--- src/rtl/motion_sequencer.sv ---
// motion_sequencer
//   Command sequencer in front of one angle_to_step instance. Signed relative
//   moves are queued in a small FIFO, converted to magnitude plus direction,
//   and handed to the stepper one at a time. Between moves it enforces a
//   direction-setup gap before enable and a dwell gap after completion.
//   Supports a level-sensitive abort and a sticky stall fault.
//
//   Optional build macro POSITION_TRACK_EN adds position_o, a saturating
//   accumulator of the signed angles of all completed moves.
//
// Ports
//   clk_i           system clock
//   rst_ni          synchronous reset, active-low
//   cmd_valid_i     command offered
//   cmd_ready_o     FIFO not full
//   cmd_angle_i     signed relative angle, Q(SIZE/2).(SIZE/2)
//   abort_i         stop current move and flush queue (level)
//   busy_o          FSM not idle or FIFO non-empty
//   fault_o         sticky stall fault
//   level_o         FIFO occupancy
//   moves_done_o    completed-move counter, wraps
//   dir_o           1 = negative direction
//   mover_enable_o  to stepper enable
//   mover_angle_o   unsigned magnitude to stepper
//   mover_done_i    stepper done
//   position_o      (POSITION_TRACK_EN only) accumulated signed position
//
// State | meaning
// ------+---------------------------------------------------------------
// IDLE  | waiting for a queued command
// SETUP | dir_o/magnitude latched, holding direction before enable
// START | enable high, waiting for the stepper to drop done
// RUN   | enable high, waiting for the stepper to raise done
// DWELL | enable low, gap before the next move
// FAULT | stepper never acknowledged; only reset leaves this state

module motion_sequencer #(
  parameter int SIZE             = 64,
  parameter int DEPTH            = 4,
  parameter int DIR_SETUP_CYCLES = 25,
  parameter int DWELL_CYCLES     = 250,
  parameter int BUSY_TIMEOUT     = 16
) (
  input  logic                   clk_i,
  input  logic                   rst_ni,
  input  logic                   cmd_valid_i,
  output logic                   cmd_ready_o,
  input  logic [SIZE-1:0]        cmd_angle_i,
  input  logic                   abort_i,
  output logic                   busy_o,
  output logic                   fault_o,
  output logic [$clog2(DEPTH):0] level_o,
  output logic [15:0]            moves_done_o,
  output logic                   dir_o,
  output logic                   mover_enable_o,
  output logic [SIZE-1:0]        mover_angle_o,
  input  logic                   mover_done_i
`ifdef POSITION_TRACK_EN
  ,
  output logic signed [SIZE-1:0] position_o
`endif
);

  localparam int PTR_W   = $clog2(DEPTH);
  localparam int LVL_W   = PTR_W + 1;
  localparam int MAX_AB  = (DIR_SETUP_CYCLES > DWELL_CYCLES) ? DIR_SETUP_CYCLES : DWELL_CYCLES;
  localparam int TMR_MAX = (MAX_AB > BUSY_TIMEOUT) ? MAX_AB : BUSY_TIMEOUT;
  localparam int TMR_W   = $clog2(TMR_MAX + 1);

  localparam logic [TMR_W-1:0] SETUP_LOAD = TMR_W'(DIR_SETUP_CYCLES - 1);
  localparam logic [TMR_W-1:0] START_LOAD = TMR_W'(BUSY_TIMEOUT - 1);
  localparam logic [TMR_W-1:0] DWELL_LOAD = TMR_W'(DWELL_CYCLES - 1);

  typedef enum logic [2:0] {
    ST_IDLE,
    ST_SETUP,
    ST_START,
    ST_RUN,
    ST_DWELL,
    ST_FAULT
  } state_t;

  state_t            state_q, state_d;
  logic [TMR_W-1:0]  tmr_q, tmr_d;

  logic [SIZE-1:0]   fifo_mem [DEPTH];
  logic [PTR_W-1:0]  wr_ptr_q, rd_ptr_q;
  logic [LVL_W-1:0]  level_q;

  logic              push, pop, flush, done_inc;
  logic [SIZE-1:0]   head, head_mag;
  logic              dir_q, enable_q;
  logic [SIZE-1:0]   mag_q;
  logic [15:0]       moves_q;

  // ---------------------------------------------------------------- FIFO
  assign cmd_ready_o = (level_q != LVL_W'(DEPTH));
  assign push        = cmd_valid_i && cmd_ready_o && !flush;
  assign head        = fifo_mem[rd_ptr_q];

  always_ff @(posedge clk_i) begin
    if (!rst_ni) begin
      wr_ptr_q <= '0;
      rd_ptr_q <= '0;
      level_q  <= '0;
    end else if (flush) begin
      wr_ptr_q <= '0;
      rd_ptr_q <= '0;
      level_q  <= '0;
    end else begin
      if (push) wr_ptr_q <= wr_ptr_q + PTR_W'(1);
      if (pop)  rd_ptr_q <= rd_ptr_q + PTR_W'(1);
      case ({push, pop})
        2'b10:   level_q <= level_q + LVL_W'(1);
        2'b01:   level_q <= level_q - LVL_W'(1);
        default: level_q <= level_q;
      endcase
    end
  end

  always_ff @(posedge clk_i) begin
    if (push) fifo_mem[wr_ptr_q] <= cmd_angle_i;
  end

  // The most-negative angle has no positive counterpart; clamp it to the
  // largest positive magnitude instead of letting negation wrap.
  always_comb begin
    head_mag = head;
    if (head == {1'b1, {(SIZE-1){1'b0}}}) begin
      head_mag = {1'b0, {(SIZE-1){1'b1}}};
    end else if (head[SIZE-1]) begin
      head_mag = ~head + SIZE'(1);
    end
  end

  // ------------------------------------------------------------------ FSM
  always_ff @(posedge clk_i) begin
    if (!rst_ni) begin
      state_q <= ST_IDLE;
      tmr_q   <= '0;
    end else begin
      state_q <= state_d;
      tmr_q   <= tmr_d;
    end
  end

  always_comb begin
    state_d  = state_q;
    tmr_d    = tmr_q;
    pop      = 1'b0;
    flush    = 1'b0;
    done_inc = 1'b0;
    if (abort_i && state_q != ST_FAULT) begin
      // Abort wins over every other event, including a completing move.
      state_d = ST_DWELL;
      tmr_d   = DWELL_LOAD;
      flush   = 1'b1;
    end else begin
      case (state_q)
        ST_IDLE: begin
          if (level_q != '0) begin
            pop     = 1'b1;
            state_d = ST_SETUP;
            tmr_d   = SETUP_LOAD;
          end
        end
        ST_SETUP: begin
          if (mag_q == '0) begin
            state_d  = ST_DWELL;
            tmr_d    = DWELL_LOAD;
            done_inc = 1'b1;
          end else if (tmr_q == '0) begin
            state_d = ST_START;
            tmr_d   = START_LOAD;
          end else begin
            tmr_d = tmr_q - TMR_W'(1);
          end
        end
        ST_START: begin
          if (!mover_done_i) begin
            state_d = ST_RUN;
          end else if (tmr_q == '0) begin
            state_d = ST_FAULT;
            flush   = 1'b1;
          end else begin
            tmr_d = tmr_q - TMR_W'(1);
          end
        end
        ST_RUN: begin
          if (mover_done_i) begin
            state_d  = ST_DWELL;
            tmr_d    = DWELL_LOAD;
            done_inc = 1'b1;
          end
        end
        ST_DWELL: begin
          if (tmr_q == '0) begin
            state_d = ST_IDLE;
          end else begin
            tmr_d = tmr_q - TMR_W'(1);
          end
        end
        ST_FAULT: begin
          state_d = ST_FAULT;
        end
        default: begin
          state_d = ST_IDLE;
        end
      endcase
    end
  end

  // ------------------------------------------------------ output registers
  // Enable is registered from the next state so it is glitch-free and its
  // falling edge (which resets the stepper) lands exactly on the exit edge.
  always_ff @(posedge clk_i) begin
    if (!rst_ni) begin
      dir_q    <= 1'b0;
      mag_q    <= '0;
      enable_q <= 1'b0;
      moves_q  <= '0;
    end else begin
      if (pop) begin
        dir_q <= head[SIZE-1];
        mag_q <= head_mag;
      end
      enable_q <= (state_d == ST_START) || (state_d == ST_RUN);
      if (done_inc) moves_q <= moves_q + 16'd1;
    end
  end

`ifdef POSITION_TRACK_EN
  logic signed [SIZE-1:0] angle_q, pos_q;
  logic        [SIZE:0]   pos_sum;

  assign pos_sum = {pos_q[SIZE-1], pos_q} + {angle_q[SIZE-1], angle_q};

  always_ff @(posedge clk_i) begin
    if (!rst_ni) begin
      angle_q <= '0;
      pos_q   <= '0;
    end else begin
      if (pop) angle_q <= head;
      if (done_inc && state_q == ST_RUN) begin
        // Sign of the extended sum disagreeing with its top bit means overflow.
        if (pos_sum[SIZE] != pos_sum[SIZE-1]) begin
          pos_q <= pos_sum[SIZE] ? {1'b1, {(SIZE-1){1'b0}}} : {1'b0, {(SIZE-1){1'b1}}};
        end else begin
          pos_q <= pos_sum[SIZE-1:0];
        end
      end
    end
  end

  assign position_o = pos_q;
`endif

  assign busy_o         = (state_q != ST_IDLE) || (level_q != '0);
  assign fault_o        = (state_q == ST_FAULT);
  assign level_o        = level_q;
  assign moves_done_o   = moves_q;
  assign dir_o          = dir_q;
  assign mover_enable_o = enable_q;
  assign mover_angle_o  = mag_q;

endmodule

--- config.mk ---
export PLATFORM = sky130hd
export DESIGN_NAME = motion_sequencer
export DESIGN_NICKNAME = d
export VERILOG_FILES = /design/src/rtl/motion_sequencer.sv
export SDC_FILE = /design/constraint.sdc
export NUM_CORES = 1
export LEC_CHECK = 0
export ABC_CLOCK_PERIOD_IN_PS = 5680
export BUFFER_PORTS_ARGS = -buffer_cell sky130_fd_sc_hd__buf_4
export CAP_MARGIN = 20
export CELL_PAD_IN_SITES_DETAIL_PLACEMENT = 1
export CELL_PAD_IN_SITES_GLOBAL_PLACEMENT = 2
export CORE_ASPECT_RATIO = 1.1
export CORE_MARGIN = 2
export CORE_UTILIZATION = 35
export DETAILED_ROUTE_END_ITERATION = 8
export PLACE_DENSITY = 0.73
export SLEW_MARGIN = 20
export SYNTH_ARGS = -nofsm -noshare
export SYNTH_HDL_FRONTEND = slang
export SYNTH_SLANG_ARGS = --single-unit
--- constraint.sdc ---
create_clock -name clk_i -period 5.68 [get_ports clk_i]
set_clock_uncertainty 0.15 [all_clocks]
set_input_delay 0.284 -clock clk_i [delete_from_list [all_inputs] [get_ports clk_i]]
set_output_delay 0.284 -clock clk_i [all_outputs]
set_load 0.02 [all_outputs]
# Yosys cells after proc, flatten, opt, wreduce, memory -nomap -nowiden
# Memory sizes are Yosys's and may differ from the RTL's. A register that Yosys moved wholly into a read port is not among the register bits.
# Index checks and enable logic that the tools add are counted.
# word_totals
ram_bits,256
n_memories,1
word_cells,91
in_bits,69
output_inout_bits,88
reg_bits,100
# classes
n_reduce_logical,18
addsub,7
mux,35
eq_ne,18
bitwise,2
# memory_table
name,words,word_bits,rd,rd_clocked_by_memory_dff,write_ports,line,source
fifo_mem,4,64,1,1,1,86,logic [SIZE-1:0] fifo_mem [DEPTH];
# ops
op,n
$mux W64,2
$add A64 B1 Y64 const B,1
$eq A64 B64 Y1 const B,1
$logic_not A64 Y1,1
$not A64 Y64,1
$mux W8,7
$pmux W8 S5,1
$mux W3,8
$pmux W3 S6,1
$add A16 B1 Y16 const B,1
$ne A3 B3 Y1 const B,5
$eq A3 B2 Y1 const B,4
$mux W1,12
$logic_not A8 Y1,1
$reduce_and A4 Y1,2
$sub A8 B1 Y8 const B,1
$eq A3 B3 Y1 const B,2
$ne A2 B2 Y1 const B,3
$pmux W3 S2,1
$reduce_bool A3 Y1,2
$reduce_bool A6 Y1,1
$reduce_bool A5 Y1,1
$add A2 B1 Y2 const B,2
$mux W2,2
other kinds (13),17

# Logic depth before layout (Yosys ltp)
# Gate-level depths: netlist (run 1).
# depth
word_depth,9
mapped_depth,15

# Worst setup path before layout (run 1)
# No wires, ideal clock.
# synth_timing
path_kind,register -> register
start,reg state_q[2]
end,"mem fifo_mem[0][0], enable pin"
arrival_ps,3097
slack_ps,2004
path_stages_with_launch,8
cell_sequence,dfxtp_1 nor2b_1 and2_1 nand2b_1 clkbuf_1 and3_1 clkbuf_1 and3_1
# synth_via
elab_chain_cells,7
elab_cells_between_ends,9
classes_between,eq/ne: 2; mux: 4; reduce/logical: 3
# synth_lines
item,line,source
"start, declared",83,"state_t state_q, state_d;"
"start signal, assigned",142,state_q <= state_d;
$eq A3 B2 Y1 or $ne A3 B3 Y1 (tied branches),"159, 153",
$mux W1 or $logic_and A1 B1 Y1 (tied branches),"159, 153",
$mux W1 *,153,if (abort_i && state_q != ST_FAULT) begin
$logic_not A1 Y1 *,98,assign push = cmd_valid_i && cmd_ready_o && !flush;
$logic_and A1 B1 Y1 *,98,
$mux W1 *,122,if (push) fifo_mem[wr_ptr_q] <= cmd_angle_i;
$mux W1 (implied by the code) *,122,
"end, declared",86,
# Every way passes the cells marked *; elsewhere a longest branch is shown, timed or not.

==> results.py, run 1 <==
metrics = {
    "outcome": {
        "status": "finished, final reports clean",
    },
    "cts": {
        "path_clk_slew_ns": 0.06,
        "root_buffer": "clkbuf_16",
        "cts_inserted_buffers": 39,
        "clock_latency_ns": 0.58,
        "htreeDepth": 2,
        "cts_tree": "yes",
        "clockBufferDepth": 3,
        "cts_sinks": 358,
    },
    "worst_setup_path": {
        "path_class": "reg -> reg",
        "worst-path-buf-inv": 2,
        "critPathMaxFanout": 51,
        "worstPathRequired_ns": 6.01,
        "crit_slowest_cell": "dfxtp_4",
        "cp.arrival_ns": 4.55,
        "slowest_delay_ns": 0.75,
        "crit_path_end_kind": "flop",
        "path_cells": "buf_4, mux4_2, or3_1, nor4_4, and2_1, a31oi_4, buf_4, a31oi_1",
        "path_delay_family": "simple AND/OR/NAND/NOR gates",
        "cp_common_cell": "buf_4",
        "start_kind": "flop",
    },
    "routing": {
        "drc": 0,
        "wl_met1_um": 19180,
        "vias_per_cell": 5.257,
        "vias": 10050,
        "post_drt_wl_per_cell_um": 22.71,
        "wirelength_um": 43430,
        "antenna_left": 0,
        "met2_wirelength_um": 21120,
        "dr.pass1.iters": 5,
        "drt_iter0_drc": 547,
        "met3_length_um": 1747,
        "top_layer_used": "met4",
    },
    "floorplanning": {
        "start_util_pct": 35.37,
        "die_w_um": 203.5,
        "core_um2": 43340,
        "die_h_um": 223.5,
        "pin_count": 157,
        "row_count": 80,
        "die_area_um2": 45490,
    },
    "power": {
        "clkPwrFrac_pct": 42.2,
        "p_switching_mw": 1.344,
        "power_frac_seq_pct": 49.9,
        "p_leak_nw": 6.540,
        "internal_power_mw": 4.441,
        "max-vdd-ir-drop_mv": 0.2228,
        "power_per_cell_area_nw_per_um2": 304.5,
        "swShare_pct": 23.24,
        "p_comb_share_pct": 7.9,
    },
    "grt": {
        "grt_use_total_pct": 19.47,
        "grt_antenna_before_repair": 0,
        "grt_pass1_wl_um": 66560,
        "grt_pass1_vias": 10610,
        "grt_max_degree": 94,
        "grt.overflow.total": 0,
    },
    "synthesis": {
        "synth_fp_nets": 1160,
        "yosysMostFrequentCell": "edfxtp_1",
        "synth_area_um2": 15330,
        "synth_edf_count": 256,
        "synth_commonest_cells": "edfxtp_1 (256), dfxtp_1 (102), o21ai_0 (86)",
        "syn_inst": 1081,
        "seq_area_frac_synth_pct": 63.47,
        "ys_warn_count": 0,
        "synth_top_area_share_pct": 50.15,
        "postSynthAreaPerCell_um2": 14.18,
        "ys_seq_elements": 358,
        "synth_top_area_cell": "edfxtp_1",
        "synthFlopType": "edfxtp_1",
        "synth.distinct_cells": 77,
        "async_reset_ff_share_pct": 0,
        "synthTopCellsByArea": "edfxtp_1 (50%), dfxtp_1 (13%), mux4_2 (9.1%), o21ai_0 (2.8%), a21oi_1 (2.7%)",
    },
    "final_layout": {
        "area_growth_pct": 23.96,
        "n_antenna_cell": 0,
        "final_area_um2": 19000,
        "nets": 1387,
        "drive_gt1_share_pct": 25.41,
    },
    "timing": {
        "tightest_slew_ns": 1.079,
        "post-route-min-period_ns": 4.226,
        "drv_slew": 0,
        "setup_tns_ns": 0,
        "grt_setup_unrepaired": "no",
        "fmax_ghz": 0.2366,
        "final-hold-violation-count": 0,
        "fin_crit_sh_pct": 74.40,
        "setup_viol": 0,
        "slew-limit-headroom_pct": 27.40,
    },
    "placed_design": {
        "place_congestion": 0.7699,
        "portBuffers": 156,
        "dp_hpwl_um": 29370,
        "dpl_cell_area_um2": 17100,
    },
    "worst_hold_path": {
        "hold_class": "in -> reg",
    },
    "flow_run": {
        "drv_cap": 0,
    },
}
## worst min-delay path, stage by stage
cell      delay (ns)
buf_4           0.10
o21ai_0         0.08
a22oi_1         0.19
a211oi_1        0.07
## cell type report
cell class / count / area (um^2)
fillers: 4415 / 24340
flip-flops and latches: 358 / 9734
multi-input cells: 647 / 5271
repair buffers: 239 / 1977
clock buffers: 56 / 1101
well taps: 574 / 718.2
clock inverters: 15 / 115.1
inverters: 23 / 86.33
## kinds of logic (layout without fill, tap and decap cells)
logic type	Yosys count	in the layout	share of synthesized area [%]
AND/OR/NAND/NOR	249	249	10.20
AO/OA/AOI/OAI	242	242	9.084
multiplexers	69	69	9.680
flip-flops	358	358	63.47
adder cells (fa/ha/maj)	10	10	0.8652
XOR/XNOR	77	77	4.399
buffers and inverters	76	333	2.302
## placed cells by master (no fill, tap or decap), types with 5 or more instances in the layout
| master | count |
|---|---|
| edfxtp_1 | 256 |
| buf_4 | 173 |
| dfxtp_1 | 100 |
| o21ai_0 | 85 |
| a21oi_1 | 84 |
| dlygate4sd3_1 | 65 |
| mux4_2 | 62 |
| nor2_1 | 49 |
| xnor2_1 | 48 |
| clkbuf_16 | 40 |
| nand2_1 | 36 |
| xor2_1 | 29 |
| inv_1 | 22 |
| nor4_1 | 18 |
| nor3_1 | 17 |
| a31oi_1 | 16 |
| and2_1 | 15 |
| nand3_1 | 15 |
| nand2b_1 | 13 |
| or3_1 | 12 |
| clkbuf_1 | 12 |
| and3_1 | 9 |
| nand4_1 | 9 |
| o21a_1 | 9 |
| ha_1 | 9 |
| o31ai_1 | 8 |
| nor2b_1 | 6 |
| o21ai_1 | 6 |
| nor3_2 | 5 |
| nor4_2 | 5 |
| mux2i_1 | 5 |
| clkinv_1 | 5 |
## power groups by stage
stage / combinational [mW] / clock [mW] / sequential, mW
3_5_place_dp: 0.420 / 0 / 2.94
4_1_cts: 0.460 / 2.51 / 2.89
2_1_floorplan: 0.231 / 0 / 2.94
5_1_grt: 0.500 / 2.59 / 2.89
3_3_place_gp: 0.412 / 0 / 2.94
6_report: 0.458 / 2.44 / 2.89
## metrics by stage
step	instances	setup slack, ns	hold slack [ns]	utilization [%]	power (mW)
after CTS	1911	1.296	0.04322	43.77	5.861
final	1912	1.454	0.07703	43.85	5.786
after global routing	1912	1.090	0.09832	43.85	5.984
after global placement	1775	1.346	0.3332	39.46	3.352
after floorplan	1081	2.004	0.2329	-	3.175
after detailed placement	1775	1.319	0.3373	39.46	3.362
## registers in the layout (all words and copies together) (netlist names), named ones only
register,flops
state_q,3
tmr_q,8
mover_angle_o,64
level_o,3
mover_enable_o,1
wr_ptr_q,2
rd_ptr_q,2
moves_done_o,16
fifo_mem,256
dir_o,1
## per-layer routing
layer,up-vias,track usage [%]
met5,-,0
met4,0,7.747
met3,77,2.936
met2,224,32.45
met1,5128,25.52
li1,4623,-
## final timing paths
check,end,start,depth (start not counted),slack (ns)
hold reg to reg,moves_done_o[15],moves_done_o[15],2,0.35
setup reg to reg,mover_angle_o[1],flop,8,1.45
hold / removal,state_q[1],mover_done_i,4,0.08
setup / recovery,mover_angle_o[1],flop,8,1.45
## timing repair
item	CTS	global route
resized for setup	0	0
hold buffers	65	0
buffers inserted	0	0
hold endpoints to repair	258	0
endpoints found under the setup margin	0	0
(Power assumes the default switching activity.)
==> inputs of run 2 (changes only) <==
ABC_CLOCK_PERIOD_IN_PS = 3650   (was 5680)
PLACE_DENSITY = 0.76   (was 0.73)
clock period = 3.65 ns   (was 5.68 ns; I/O delays follow)
==> run 2 against run 1 <==
Highest routed layer unchanged. Final cell count increased by 2.4%. Largest power group unchanged. Total power increased by 60%. Register-to-register slack got worse by 1.2 ns. Count of clock-buffer cells in the layout rose by 1. Routed wire length about the same. Critical path depth is 1 higher. Hold slack got worse by 0.0045 ns. Combinational power is 62% higher. First-iteration DRC count down 11%. Die area did not move.
==> results.py, run 2 (synthesis results as in run 1) <==
metrics = {
    "routing": {
        "drc": 0,
        "wirelength_um": 43420,
        "drt_iter0_drc": 488,
        "dr.pass1.iters": 5,
        "vias": 10110,
        "post_drt_wl_per_cell_um": 22.19,
        "vias_per_cell": 5.166,
        "antenna_left": 0,
    },
    "worst_setup_path": {
        "worstPathRequired_ns": 3.97,
        "cp.arrival_ns": 3.74,
        "start_kind": "flop",
        "crit_path_end_kind": "flop",
        "path_class": "reg -> reg",
        "critPathMaxFanout": 54,
    },
    "outcome": {
        "status": "finished, final reports clean",
    },
    "timing": {
        "grt_setup_unrepaired": "no",
        "final-hold-violation-count": 0,
        "setup_viol": 0,
        "post-route-min-period_ns": 3.414,
        "drv_slew": 0,
        "setup_tns_ns": 0,
        "fin_crit_sh_pct": 93.54,
        "fmax_ghz": 0.2929,
        "tightest_slew_ns": 0.7401,
        "whs_ns": 0.07251,
        "slew-limit-headroom_pct": 50.66,
    },
    "grt": {
        "grt_pass1_wl_um": 66150,
        "grt_max_degree": 71,
        "grt_pass1_vias": 10740,
        "grt_use_total_pct": 19.30,
        "grt_antenna_before_repair": 0,
        "grt.overflow.total": 0,
    },
    "worst_hold_path": {
        "hold_class": "in -> reg",
    },
    "final_layout": {
        "nets": 1432,
        "top_register": "fifo_mem",
        "n_antenna_cell": 0,
        "layout_commonest_cell": "edfxtp_1",
        "largest_register_ffs": 256,
        "drive_gt1_share_pct": 27.77,
        "seq_area_um2": 9734,
        "area_growth_pct": 27.60,
        "num-fill-cells": 4400,
        "multi_input_area_um2": 5291,
        "layout_common_cells": "edfxtp_1 (256), buf_4 (203), dfxtp_1 (100)",
    },
    "placed_design": {
        "portBuffers": 156,
        "dp_hpwl_um": 28980,
        "place_congestion": 0.8396,
    },
    "flow_run": {
        "drv_cap": 0,
    },
    "floorplanning": {
        "start_util_pct": 35.37,
        "die_w_um": 203.5,
        "pin_count": 157,
        "die_area_um2": 45490,
        "die_h_um": 223.5,
        "core_um2": 43340,
        "row_count": 80,
    },
    "power": {
        "power_per_cell_area_nw_per_um2": 472.4,
        "p_leak_nw": 6.836,
        "totalPowerFinal_mw": 9.241,
        "max-vdd-ir-drop_mv": 0.4105,
    },
    "cts": {
        "cts_sinks": 358,
        "clock_latency_ns": 0.56,
        "clockBufferDepth": 3,
        "cts_tree": "yes",
        "path_clk_slew_ns": 0.06,
        "cts_inserted_buffers": 40,
        "htreeDepth": 2,
        "root_buffer": "clkbuf_16",
    },
}
run 2: cell types whose count changed in the layout (fill, tap and decap cells not counted), moves of 2 or more:
cell,change
clkinv_1,-2
buf_4,+30
bufinv_16,+2
buf_12,+12
nor4_4,+2
dlygate4sd3_1,+3
nor4_2,-3
run 2: metal layers:
metal / vias up / GRT usage, % / wire (um)
li1: 4703 / - / -
met1: 5080 / 24.76 / 18690
met2: 243 / 32.65 / 21380
met3: 83 / 3.272 / 1832
met4: 0 / 7.323 / 1515
met5: - / 0 / 0
run 2: worst max-delay path, cell delays in order (launching register included):
cell     delay, ns
dfxtp_4       0.46
buf_12        0.24
buf_12        0.18
mux4_2        0.57
or3_1         0.43
nor4_4        0.30
and2_1        0.29
a31oi_4       0.19
buf_12        0.24
a21oi_1       0.18
run 2: final timing paths:
| path | from | endpoint | slack, ns | cells past startpoint |
|---|---|---|---|---|
| worst max-delay path | flop | mover_angle_o[18] | 0.24 | 9 |
| worst min-delay path | cmd_valid_i | wr_ptr_q[0] | 0.07 | 4 |
| worst max register to register | flop | mover_angle_o[18] | 0.24 | 9 |
| worst min register to register | tmr_q[4] | tmr_q[4] | 0.36 | 2 |
run 2: power breakdown:
| part | switching (mW) | total (mW) | internal [mW] |
|---|---|---|---|
| Sequential | 0.0576 | 4.49 | 4.43 |
| Combinational | 0.414 | 0.744 | 0.329 |
| Clock | 1.64 | 4.01 | 2.36 |
run 2: area by class of cell:
cell class / count / area share (%)
flip-flops and latches: 358 / 49.76
multi-input cells: 647 / 27.05
repair buffers: 283 / 12.50
clock buffers: 57 / 5.757
well taps: 574 / 3.671
clock inverters: 15 / 0.8187
inverters: 23 / 0.4413
run 2: metrics by stage:
step | std cells | cell area, um^2 | utilization [%] | worst slack, ns
2_1_floorplan | 1081 | 15330 | - | 0.4346
3_3_place_gp | 1812 | 17530 | 40.44 | 0.1543
3_5_place_dp | 1812 | 17530 | 40.44 | 0.1366
4_1_cts | 1952 | 19490 | 44.97 | 0.09622
5_1_grt | 1957 | 19560 | 45.13 | 0.009807
6_report | 1957 | 19560 | 45.13 | 0.2359
run 2: what timing repair did:
item,CTS,global route
setup endpoints to repair,0,14
hold buffers,68,0
endpoints found under the hold margin,298,0
setup buffers,0,5
gates resized for setup,0,3
==> inputs of run 3 (changes only) <==
ABC_CLOCK_PERIOD_IN_PS = 3200   (was 3650)
PLACE_DENSITY = 0.73   (was 0.76)
clock period = 3.2 ns   (was 3.65 ns; I/O delays follow)
==> run 3 against run 2 <==
The flow now finishes with violations (setup timing). Count of clock-buffer cells in the layout shrank 6. Clock power grew 17%. First-iteration DRC count grew 18%. Non-clock buffer count grew 102. Setup slack lost 0.28 ns. Sequential cell count is the same. Design area grew 5.6%. Largest cell class unchanged. Largest power group unchanged.
==> results.py, run 3 (synthesis results as in run 1) <==
metrics = {
    "routing": {
        "drt_iter0_drc": 575,
        "vias_per_cell": 5.149,
        "dr.pass1.iters": 5,
        "wirelength_um": 44890,
        "antenna_left": 0,
        "drc": 0,
        "vias": 10600,
        "post_drt_wl_per_cell_um": 21.80,
    },
    "floorplanning": {
        "pin_count": 157,
        "die_area_um2": 45490,
        "die_h_um": 223.5,
        "core_um2": 43340,
        "start_util_pct": 35.37,
        "die_w_um": 203.5,
        "row_count": 80,
    },
    "grt": {
        "grt.overflow.total": 0,
        "grt_antenna_before_repair": 0,
        "grt_pass1_wl_um": 68440,
        "grt_use_total_pct": 19.97,
        "grt_pass1_vias": 11200,
        "grt_max_degree": 71,
    },
    "worst_setup_path": {
        "r2r_slack_ns": -0.04,
        "critPathMaxFanout": 36,
        "worstPathRequired_ns": 3.53,
        "start_kind": "flop",
        "cp.arrival_ns": 3.57,
        "crit_path_end_kind": "flop",
        "path_class": "reg -> reg",
        "reg2reg_depth": 13,
    },
    "final_layout": {
        "largest_register_ffs": 256,
        "area_growth_pct": 34.71,
        "layout_commonest_cell": "buf_4",
        "multi_input_area_um2": 5449,
        "n_antenna_cell": 0,
        "seq_area_um2": 9734,
        "final_area_um2": 20650,
        "top_register": "fifo_mem",
        "utilization_pct": 47.65,
        "layout_common_cells": "buf_4 (291), edfxtp_1 (256), dfxtp_1 (100)",
        "num-fill-cells": 4392,
        "nets": 1534,
        "drive_gt1_share_pct": 35.29,
    },
    "placed_design": {
        "dpl_cell_area_um2": 18080,
        "dp_hpwl_um": 29680,
        "place_ws_ns": -0.1624,
        "portBuffers": 156,
        "place_congestion": 0.8004,
    },
    "cts": {
        "cts_sinks": 358,
        "htreeDepth": 2,
        "clockBufferDepth": 3,
        "cts_inserted_buffers": 40,
        "path_clk_slew_ns": 0.06,
        "clock_latency_ns": 0.56,
        "cts_tree": "yes",
        "root_buffer": "clkbuf_16",
    },
    "timing": {
        "final.setup.worst_slack_ns": -0.03987,
        "fmax_ghz": 0.3087,
        "setup_viol": 34,
        "fin_crit_sh_pct": 101.2,
        "slew-limit-headroom_pct": 50.31,
        "final-hold-violation-count": 0,
        "grt_setup_unrepaired": "yes",
        "setup_tns_ns": -0.5302,
        "drv_slew": 0,
        "tightest_slew_ns": 0.7453,
        "post-route-min-period_ns": 3.240,
    },
    "worst_hold_path": {
        "min_delay_path_depth": 4,
        "hold_class": "in -> reg",
    },
    "power": {
        "p_leak_nw": 7.455,
        "max-vdd-ir-drop_mv": 0.4149,
        "totalPowerFinal_mw": 10.76,
        "power_per_cell_area_nw_per_um2": 521.2,
    },
    "outcome": {
        "status": "finished with violations",
        "violations": "setup timing",
    },
    "flow_run": {
        "drv_cap": 0,
    },
}
[run 3: cell count changes in the layout (fill, tap and decap cells not counted), moves of 3 or more]
cell | before | now
buf_4 | 203 | 291
clkbuf_1 | 12 | 6
or3_1 | 12 | 9
buf_6 | 0 | 10
o21ai_2 | 1 | 7
a21oi_2 | 1 | 13
or3_4 | 1 | 4
buf_16 | 0 | 3
o21ai_1 | 6 | 1
clkinvlp_4 | 1 | 4
a21oi_1 | 84 | 72
[run 3: metal layers]
metal	up-vias	global-route usage (%)	share of wire, %
li1	4911	-	-
met1	5390	25.73	43
met2	237	34.74	51
met3	63	3.287	3.8
met4	0	5.486	2.6
met5	-	0	0
[run 3: layout make-up]
cell class | instances | area share, %
Clock buffer | 51 | 5.344
Clock inverter | 21 | 1.181
Inverter | 23 | 0.4181
Multi-Input combinational cell | 647 | 26.39
Sequential cell | 358 | 47.14
Tap cell | 574 | 3.478
Timing Repair Buffer | 385 | 16.06
[run 3: report_power, final]
part	internal [mW]	switching [mW]	leakage, nW
clock	2.85	1.86	0.653
combinational	0.433	0.504	3.65
sequential	5.06	0.0607	3.15
total	8.33	2.43	7.45
[run 3: per-stage QoR]
step	hold WS [ns]	cells
final	0.05174	2059
after global routing	0.05658	2059
after CTS	0.03228	2039
after detailed placement	0.2153	1888
after global placement	0.2100	1888
after floorplan	0.1089	1081
[run 3: timing repair]
item                       4_1_cts  5_1_grt
buffers inserted                 9       20
hold buffers                    68        0
pin swaps                       10       14
hold endpoints to repair       294        0
cloned                           2        0
gates resized for setup         28       28
setup endpoints to repair       64       66
[run 3: worst paths after layout]
check                    from                 to
max                      flop  mover_angle_o[24]
min               cmd_valid_i        wr_ptr_q[0]
max reg2reg              flop  mover_angle_o[24]
min reg2reg  moves_done_o[15]   moves_done_o[15]
[run 3: worst max-delay path: stages, from the launching register on]
cell and delay [ns]:
dfxtp_4 0.41, buf_12 0.15, mux4_2 0.54, buf_6 0.14
nor4_4 0.33, buf_4 0.18, nand4_4 0.10, buf_4 0.16
buf_4 0.13, nor3_4 0.21, buf_12 0.15, a31oi_4 0.11
buf_12 0.20, a21oi_2 0.16
